[src/rtl/stream_mux_nx1_pkg.sv]
// stream_mux_nx1_pkg: shared channel-selection policy encoding for the stream mux
package stream_mux_nx1_pkg;
  typedef enum logic [1:0] {
    MUX_FIXED = 2'd0,
    MUX_RR    = 2'd1,
    MUX_SEL   = 2'd2
  } mux_mode_e;
endpackage

[src/rtl/stream_mux_nx1_if.sv]
// stream_mux_nx1_if: N-channel valid/ready inputs plus one registered valid/ready output
interface stream_mux_nx1_if #(
  parameter int WIDTH = 32,
  parameter int N = 4,
  localparam int IW = $clog2(N)
);
  logic [IW-1:0] sel;
  logic [N-1:0] in_valid;
  logic [N-1:0] in_ready;
  logic [N-1:0][WIDTH-1:0] in_data;
  logic out_valid;
  logic [WIDTH-1:0] out_data;
  logic [IW-1:0] out_chan;
  logic out_ready;
  modport master (output sel, in_valid, in_data, out_ready, input in_ready, out_valid, out_data, out_chan);
  modport slave (input sel, in_valid, in_data, out_ready, output in_ready, out_valid, out_data, out_chan);
endinterface

[src/rtl/mux_arbiter_n.sv]
// mux_arbiter_n: combinational grant (fixed priority, rotating, or external select) as one-hot plus index
module mux_arbiter_n
  import stream_mux_nx1_pkg::*;
#(
  parameter int N = 4,
  parameter mux_mode_e MODE = MUX_RR,
  localparam int IW = $clog2(N)
) (
  input  logic [N-1:0]  req,
  input  logic [IW-1:0] sel,
  input  logic [IW-1:0] ptr,
  output logic [N-1:0]  gnt,
  output logic [IW-1:0] gnt_idx,
  output logic          gnt_valid
);
  logic [IW-1:0] idx, scan_idx;
  logic scan_valid, sel_valid;
  assign sel_valid = (int'(sel) < N) ? req[sel] : 1'b0;
  // Scan from the start point (0 or ptr) downwards so the lowest offset with a request wins
  always_comb begin
    scan_valid = 1'b0;
    scan_idx = '0;
    idx = '0;
    for (int k = N - 1; k >= 0; k--) begin
      idx = IW'(((MODE == MUX_RR) ? int'(ptr) + k : k) % N);
      if (req[idx]) begin
        scan_valid = 1'b1;
        scan_idx = idx;
      end
    end
  end
  assign gnt_valid = (MODE == MUX_SEL) ? sel_valid : scan_valid;
  assign gnt_idx = (MODE == MUX_SEL) ? sel : scan_idx;
  assign gnt = gnt_valid ? N'(1) << gnt_idx : '0;
endmodule

[src/rtl/stream_mux_nx1.sv]
// stream_mux_nx1: N-to-1 stream mux with a single output register and full-throughput handshake
module stream_mux_nx1
  import stream_mux_nx1_pkg::*;
#(
  parameter int WIDTH = 32,
  parameter int N = 4,
  parameter int MODE = 1,
  localparam int IW = $clog2(N)
) (
  input logic clk,
  input logic rst_n,
  stream_mux_nx1_if.slave bus
);
  logic can_load, take, gnt_valid;
  logic [N-1:0] gnt;
  logic [IW-1:0] gnt_idx, ptr_q, ptr_d, out_chan_q, out_chan_d;
  logic out_valid_q, out_valid_d;
  logic [WIDTH-1:0] out_data_q, out_data_d;
  mux_arbiter_n #(.N(N), .MODE(mux_mode_e'(MODE))) u_arb (
    .req(bus.in_valid),
    .sel(bus.sel),
    .ptr(ptr_q),
    .gnt(gnt),
    .gnt_idx(gnt_idx),
    .gnt_valid(gnt_valid)
  );
  assign can_load = !out_valid_q || bus.out_ready;
  assign take = can_load && gnt_valid;
  assign bus.in_ready = can_load ? gnt : '0;
  assign bus.out_valid = out_valid_q;
  assign bus.out_data = out_data_q;
  assign bus.out_chan = out_chan_q;
  // Load on an input transfer, drain on a lone output transfer, otherwise hold; ptr moves past the winner
  always_comb begin
    out_valid_d = take || (out_valid_q && !bus.out_ready);
    out_data_d = take ? bus.in_data[gnt_idx] : out_data_q;
    out_chan_d = take ? gnt_idx : out_chan_q;
    ptr_d = take ? ((int'(gnt_idx) == N - 1) ? '0 : gnt_idx + 1'b1) : ptr_q;
  end
  // Output register and rotate pointer; reset drops any held word
  always_ff @(posedge clk or negedge rst_n) begin
    if (!rst_n) begin
      out_valid_q <= 1'b0;
      out_data_q <= '0;
      out_chan_q <= '0;
      ptr_q <= '0;
    end else begin
      out_valid_q <= out_valid_d;
      out_data_q <= out_data_d;
      out_chan_q <= out_chan_d;
      ptr_q <= ptr_d;
    end
  end
endmodule

[src/flat_wrapper.sv]
// flat-port wrapper written by rule: the top's interface ports become plain ports
module stream_mux_nx1_flat import stream_mux_nx1_pkg::*;
#(
  parameter int WIDTH = 32,
  parameter int N = 4,
  parameter int MODE = 1,
  localparam int IW = $clog2(N)
)
  (clk, rst_n, bus_sel, bus_in_valid, bus_in_data, bus_out_ready, bus_in_ready, bus_out_valid, bus_out_data, bus_out_chan);
  stream_mux_nx1_if #(.WIDTH(WIDTH), .N(N)) bus_i ();
  input logic clk;
  input logic rst_n;
  input wire logic [$bits(bus_i.sel)-1:0] bus_sel;
  input wire logic [$bits(bus_i.in_valid)-1:0] bus_in_valid;
  input wire logic [$bits(bus_i.in_data)-1:0] bus_in_data;
  input wire logic [$bits(bus_i.out_ready)-1:0] bus_out_ready;
  output wire logic [$bits(bus_i.in_ready)-1:0] bus_in_ready;
  output wire logic [$bits(bus_i.out_valid)-1:0] bus_out_valid;
  output wire logic [$bits(bus_i.out_data)-1:0] bus_out_data;
  output wire logic [$bits(bus_i.out_chan)-1:0] bus_out_chan;
  assign bus_i.sel = bus_sel;
  assign bus_i.in_valid = bus_in_valid;
  assign bus_i.in_data = bus_in_data;
  assign bus_i.out_ready = bus_out_ready;
  assign bus_in_ready = bus_i.in_ready;
  assign bus_out_valid = bus_i.out_valid;
  assign bus_out_data = bus_i.out_data;
  assign bus_out_chan = bus_i.out_chan;
  stream_mux_nx1 #(.WIDTH(WIDTH), .N(N), .MODE(MODE)) u_core (.clk(clk), .rst_n(rst_n), .bus(bus_i));
endmodule
[config.mk]
export PLATFORM = sky130hd
export DESIGN_NAME = stream_mux_nx1_flat
export DESIGN_NICKNAME = d
export VERILOG_FILES = /design/src/rtl/stream_mux_nx1_pkg.sv /design/src/rtl/stream_mux_nx1_if.sv /design/src/rtl/mux_arbiter_n.sv /design/src/rtl/stream_mux_nx1.sv /design/src/flat_wrapper.sv
export SDC_FILE = /design/constraint.sdc
export NUM_CORES = 1
export LEC_CHECK = 0
export ABC_CLOCK_PERIOD_IN_PS = 2700
export CAP_MARGIN = 30
export CORE_MARGIN = 2
export CORE_UTILIZATION = 34
export CTS_CLUSTER_SIZE = 14
export DETAILED_ROUTE_END_ITERATION = 12
export HOLD_SLACK_MARGIN = 0.08
export PLACE_DENSITY = 0.81
export SLEW_MARGIN = 10
export SYNTH_ARGS = -nofsm -noshare
export SYNTH_HDL_FRONTEND = slang
export SYNTH_SLANG_ARGS = --single-unit
[constraint.sdc]
create_clock -name clk -period 2.7 [get_ports clk]
set_clock_uncertainty 0.1 [all_clocks]
set_input_delay 0.675 -clock clk [delete_from_list [all_inputs] [get_ports clk]]
set_output_delay 0.675 -clock clk [all_outputs]
set_load 0.005 [all_outputs]
==> flow_summary.yaml, run 1 <==
status:
  status: "completed"
critical_path:
  worstSetupStartpointType: "input pin"
  cp.required_ps: 1920
  reg2reg_from: "u_core.ptr_q[1]"
  cp_max_fo: 4
  rrSetupSlack_ps: 290
  crit_arrival_ps: 1900
  crit_family: "buffers and inverters"
  r2r_cells: 7
  crit_chain: "buf_2, nor2b_4, a311oi_4, nor2_2, buf_4, and3_4, dlygate4sd2_1"
  cp.buffers_inverters: 3
  max_stage_delay_ps: 270
  critPathKind: "in2out"
  end_kind: "primary output"
  r2r_end: "u_core.bus.out_data[0]"
  slowest_stage: "a311oi_4"
detailed_routing:
  drt_first_iter_violations: 50
  via_count: 2513
  routed_wl_um: 7760
  detail_route.wl_per_cell_um: 16.3
  ant_nets: 0
  remaining_drc_errors: 0
  avgViaCountPerCell: 5.27
  first_pass_iters: 4
global_routing:
  grt_max_degree: 38
  antenna_found_initial: 0
  grt_pass1_wl_um: 12000
  grt_pass1_vias: 2672
  grt_overflow_total: 0
  grt_use_total_pct: 20.5
clock_network:
  cts_buffers: 5
  cts-htree-levels: 2
  numClockSinks: 37
  path_clk_slew_ps: 70
  cts_tree: "built"
  clock_path_buffers: 2
  hold_buffers: 0
  clk_latency_ps: 280
  cts_root_buffer: "clkbuf_8"
timing:
  layout_min_cycle_time_ps: 2670
  setup_ws_ps: 29.3
  slew_viol_final: 0
  setup_viol: 0
  rsz0062_at_grt: "no"
  min_period_over_period_pct: 98.9
  slew_headroom_pct: 45.9
  worst_pin_slew_ps: 811
  hold_viol: 0
  max_freq_mhz: 374
job:
  drv_cap: 0
yosys:
  synthCells: 218
  synth_flop_cell: "dfrtp_1"
  async_reset_ff_share_pct: 100
  synth-edff-count: 0
  avgSynthCellArea_um2: 10.5
  yosys-top-cells-count: "mux2i_1, nand2_1, dfrtp_1"
  synthTopCellsByArea: "dfrtp_1, mux2i_1, o221ai_1, nand2_1, buf_6"
  synth.net_count: 356
  synth_cell_types: 28
  synth_top_cell_area_share_pct: 40.4
  synth_most_common_cell: "mux2i_1"
  synth_top_area_cell: "dfrtp_1"
  ys_seq_area_share_pct: 40.4
  yosys_warnings: 0
  syn_area_um2: 2290
  ys_ff_latch: 37
floorplanning:
  fp.dieH_um: 86.1
  row_count: 29
  start_util_pct: 35.7
  coreArea_um2: 6420
  io_pins: 176
  dieArea_um2: 7420
  die_width_um: 86.1
power:
  comb_power_share_pct: 55.9
  vdd_drop_max_mv: 0.358
  p_leak_nw: 1.94
  seq_power_share_pct: 31.2
  switching_power_w: 0.000974
  power_density_nw_per_um2: 683
  clkPwrFrac_pct: 12.9
  p_int_w: 0.00196
  switching_share_pct: 33.1
placed_design:
  place_congestion: 0.807
  placed_area_um2: 4140
  hpwl_um: 6120
  post-place-ws_ps: -656
  port_buffers: 173
layout:
  area_growth_pct: 87.5
  drive_gt1_share_pct: 12.5
  nFillCells: 547
  nNetsFinal: 538
  antenna_cells: 0
  stdcell_area_um2: 4300
  seqCellArea_um2: 927
  multi_input_area_um2: 1320
hold_path:
  hp-class: "in2async"
## metrics by stage
| stage | hold slack (ps) | setup TNS [ps] | std cells | util (%) | total power [W] |
|---|---|---|---|---|---|
| after floorplan | 279 | 0 | 218 | - | 0.00167 |
| after global placement | 361 | -6760 | 467 | 64.4 | 0.00246 |
| after detailed placement | 375 | -9190 | 467 | 64.4 | 0.00252 |
| after CTS | 390 | 0 | 476 | 66.5 | 0.00295 |
| after global routing | 408 | 0 | 477 | 67.0 | 0.00314 |
| final | 381 | 0 | 477 | 67.0 | 0.00294 |
## logic make-up after synthesis
family / Yosys count / synth area share (%)
mux: 65 / 28.4
simple gates: 52 / 9.66
compound gates: 41 / 15.6
flops: 37 / 40.4
buf+inv: 22 / 5.40
fa+ha+maj: 1 / 0.545
## power groups by stage
stage	Combinational, W	Clock [W]	Sequential [W]
global placement	0.00156	0	0.000900
floorplan	0.000749	0	0.000921
finish	0.00164	0.000378	0.000917
CTS	0.00164	0.000389	0.000916
detailed placement	0.00160	0	0.000914
global route	0.00178	0.000420	0.000946
## cell type report
class                      instances  area share (%)
multi-input combinational        159            30.7
tap                               77            2.24
timing repair buffer             193            43.1
clock buffer                       7            2.01
sequential                        37            21.6
inverter                           4           0.349
## per-layer routing
layer	vias up	wire [um]	GRT usage, %
met2	135	3970	37.0
met1	1180	2840	21.9
li1	1183	-	-
met4	0	178	8.51
met3	15	759	6.54
met5	-	0	0
## how the worst max path moves through the flow
| stage | startpoint | slack [ps] | cells after the start | endpoint |
|---|---|---|---|---|
| finish | bus_in_valid[2] | 30 | 7 | bus_in_ready[2] |
| global route | bus_in_valid[1] | 5 | 7 | bus_in_ready[2] |
| CTS | bus_in_valid[2] | 4 | 7 | bus_in_ready[2] |
| detailed placement | bus_in_valid[2] | -660 | 7 | bus_in_ready[3] |
| global placement | bus_in_valid[2] | -590 | 7 | bus_in_ready[3] |
| floorplan | bus_in_valid[1] | 70 | 7 | bus_in_ready[3] |
## placed cells by master (no fill, tap or decap), types with 2 or more instances in the layout
cell / netlist / layout
inv_2: 2 / 3
o221ai_1: 32 / 32
nand2_1: 42 / 41
clkdlybuf4s50_1: 0 / 164
nor2_1: 3 / 2
a21oi_2: 0 / 2
clkbuf_8: 0 / 6
buf_2: 6 / 5
buf_4: 3 / 19
mux2i_1: 64 / 64
dfrtp_1: 37 / 36
clkdlybuf4s15_1: 0 / 2
## registers in the layout, indices dropped and copies added (netlist names)
name,count
u_core.bus.out_chan,2
u_core.bus.out_data,32
u_core.bus.out_valid,1
u_core.ptr_q,2
## repair_timing
item,in CTS,in global routing
endpoints found under the setup margin,6,3
setup buffers,2,1
gates cloned,0,0
pin swaps,5,4
resized for setup,32,10
Power figures use the tool's default switching activity.
==> inputs of run 2 (changes only) <==
REMOVE_ABC_BUFFERS = 1   (was not set)
==> run 2 against run 1 <==
Effect of this change: maximum frequency grew 2.3%; total power fell by 1.6%; combinational power is essentially flat; wire length shrank 1.5%; highest routed layer unchanged; clock power shrank 2%.
==> flow_summary.yaml, run 2 (same netlist as run 1, synthesis figures left out) <==
clock_network:
  numClockSinks: 37
  path_clk_slew_ps: 70
  cts_root_buffer: "clkbuf_8"
  clk_latency_ps: 280
  cts_tree: "built"
  clock_path_buffers: 2
  cts-htree-levels: 2
  cts_buffers: 5
floorplanning:
  start_util_pct: 35.7
  dieArea_um2: 7420
  die_width_um: 86.1
  row_count: 29
  coreArea_um2: 6420
  io_pins: 176
  fp.dieH_um: 86.1
job:
  drv_cap: 0
detailed_routing:
  remaining_drc_errors: 0
  avgViaCountPerCell: 5.15
  first_pass_iters: 4
  routed_wl_um: 7640
  via_count: 2460
  detail_route.wl_per_cell_um: 16.0
  drt_first_iter_violations: 83
  ant_nets: 0
layout:
  layout_commonest_cell: "clkdlybuf4s50_1"
  drive_gt1_share_pct: 12.7
  antenna_cells: 0
  area_growth_pct: 86.3
  instances_no_fill: 478
  final_cell_mix: "clkdlybuf4s50_1, mux2i_1, nand2_1, dfrtp_1, o221ai_1"
  largest_register_ffs: 32
  nNetsFinal: 538
critical_path:
  critPathKind: "in2out"
  crit_arrival_ps: 1840
  end_kind: "primary output"
  cp_max_fo: 3
  worstSetupStartpointType: "input pin"
  cp.required_ps: 1920
timing:
  slew_headroom_pct: 44.2
  min_period_over_period_pct: 96.7
  hold_viol: 0
  setup_tns_ps: 0
  setup_viol: 0
  max_freq_mhz: 383
  slew_viol_final: 0
  worst_pin_slew_ps: 837
  layout_min_cycle_time_ps: 2610
  rsz0062_at_grt: "no"
placed_design:
  post-place-cells: 468
  hpwl_um: 5950
  port_buffers: 173
  place_congestion: 0.805
power:
  p_leak_nw: 1.93
  power_density_nw_per_um2: 677
  vdd_drop_max_mv: 0.276
global_routing:
  grt_use_total_pct: 20.6
  grt_max_degree: 38
  antenna_found_initial: 0
  grt_overflow_total: 0
  grt_pass1_wl_um: 12200
  grt_pass1_vias: 2621
hold_path:
  hp-class: "in2async"
status:
  status: "completed"
run 2: repair_timing:
item / in CTS / in global routing
hold buffers: 0 / 0
pin swaps: 5 / 4
endpoints found under the setup margin: 10 / 4
resized for setup: 32 / 11
setup buffers: 1 / 1
run 2: layer usage:
layer,track usage [%],part of all wire [%],up-vias
li1,-,-,1185
met1,22.8,38,1152
met2,38.4,52,119
met3,6.64,9.6,4
met4,4.33,0.54,0
met5,0,0,-
run 2: final timing paths:
check                                             from                 endpoint  slack, ps  cells past startpoint
max in group asynchronous                        rst_n          u_core.ptr_q[1]       1540                      1
worst min register to register  u_core.bus.out_data[4]   u_core.bus.out_data[4]        390                      2
worst max register to register         u_core.ptr_q[1]  u_core.bus.out_data[24]        350                      7
worst min-delay path                             rst_n   u_core.bus.out_data[5]        390                      1
worst max-delay path                     bus_out_ready          bus_in_ready[3]         90                      6
min in group clk                u_core.bus.out_data[4]   u_core.bus.out_data[4]        390                      2
run 2: area by class of cell:
| cell class | count | area, um2 |
|---|---|---|
| clock buffers | 6 | 72.6 |
| clock inverters | 2 | 10.0 |
| well taps | 77 | 96.3 |
| flip-flops and latches | 37 | 927 |
| inverters | 4 | 15.0 |
| repair buffers | 193 | 1850 |
| multi-input cells | 159 | 1300 |
| fillers | 533 | 2150 |
run 2: stage by stage:
| step | instance area [um2] | setup slack (ps) | util, % | hold slack [ps] | power (W) |
|---|---|---|---|---|---|
| 4_1_cts | 4270 | -19.4 | 66.4 | 391 | 0.00292 |
| 3_3_place_gp | 4150 | -642 | 64.6 | 360 | 0.00245 |
| 5_1_grt | 4270 | 28.3 | 66.5 | 403 | 0.00311 |
| 6_report | 4270 | 89.5 | 66.5 | 386 | 0.00289 |
| 2_1_floorplan | 2180 | -1080 | - | 279 | 0.00164 |
| 3_5_place_dp | 4150 | -653 | 64.6 | 372 | 0.00250 |
run 2: power breakdown:
group | internal (W) | leakage (nW) | total (W) | switching (W)
Clock | 0.000179 | 0.0450 | 0.000372 | 0.000193
Combinational | 0.000973 | 1.44 | 0.00162 | 0.000644
Sequential | 0.000776 | 0.450 | 0.000905 | 0.000128
run 2: critical path, cell delays in order:
cell             delay, ps
clkdlybuf4s50_1        480
inv_2                   50
a21oi_2                250
buf_4                  160
and2_1                 120
buf_2                  110
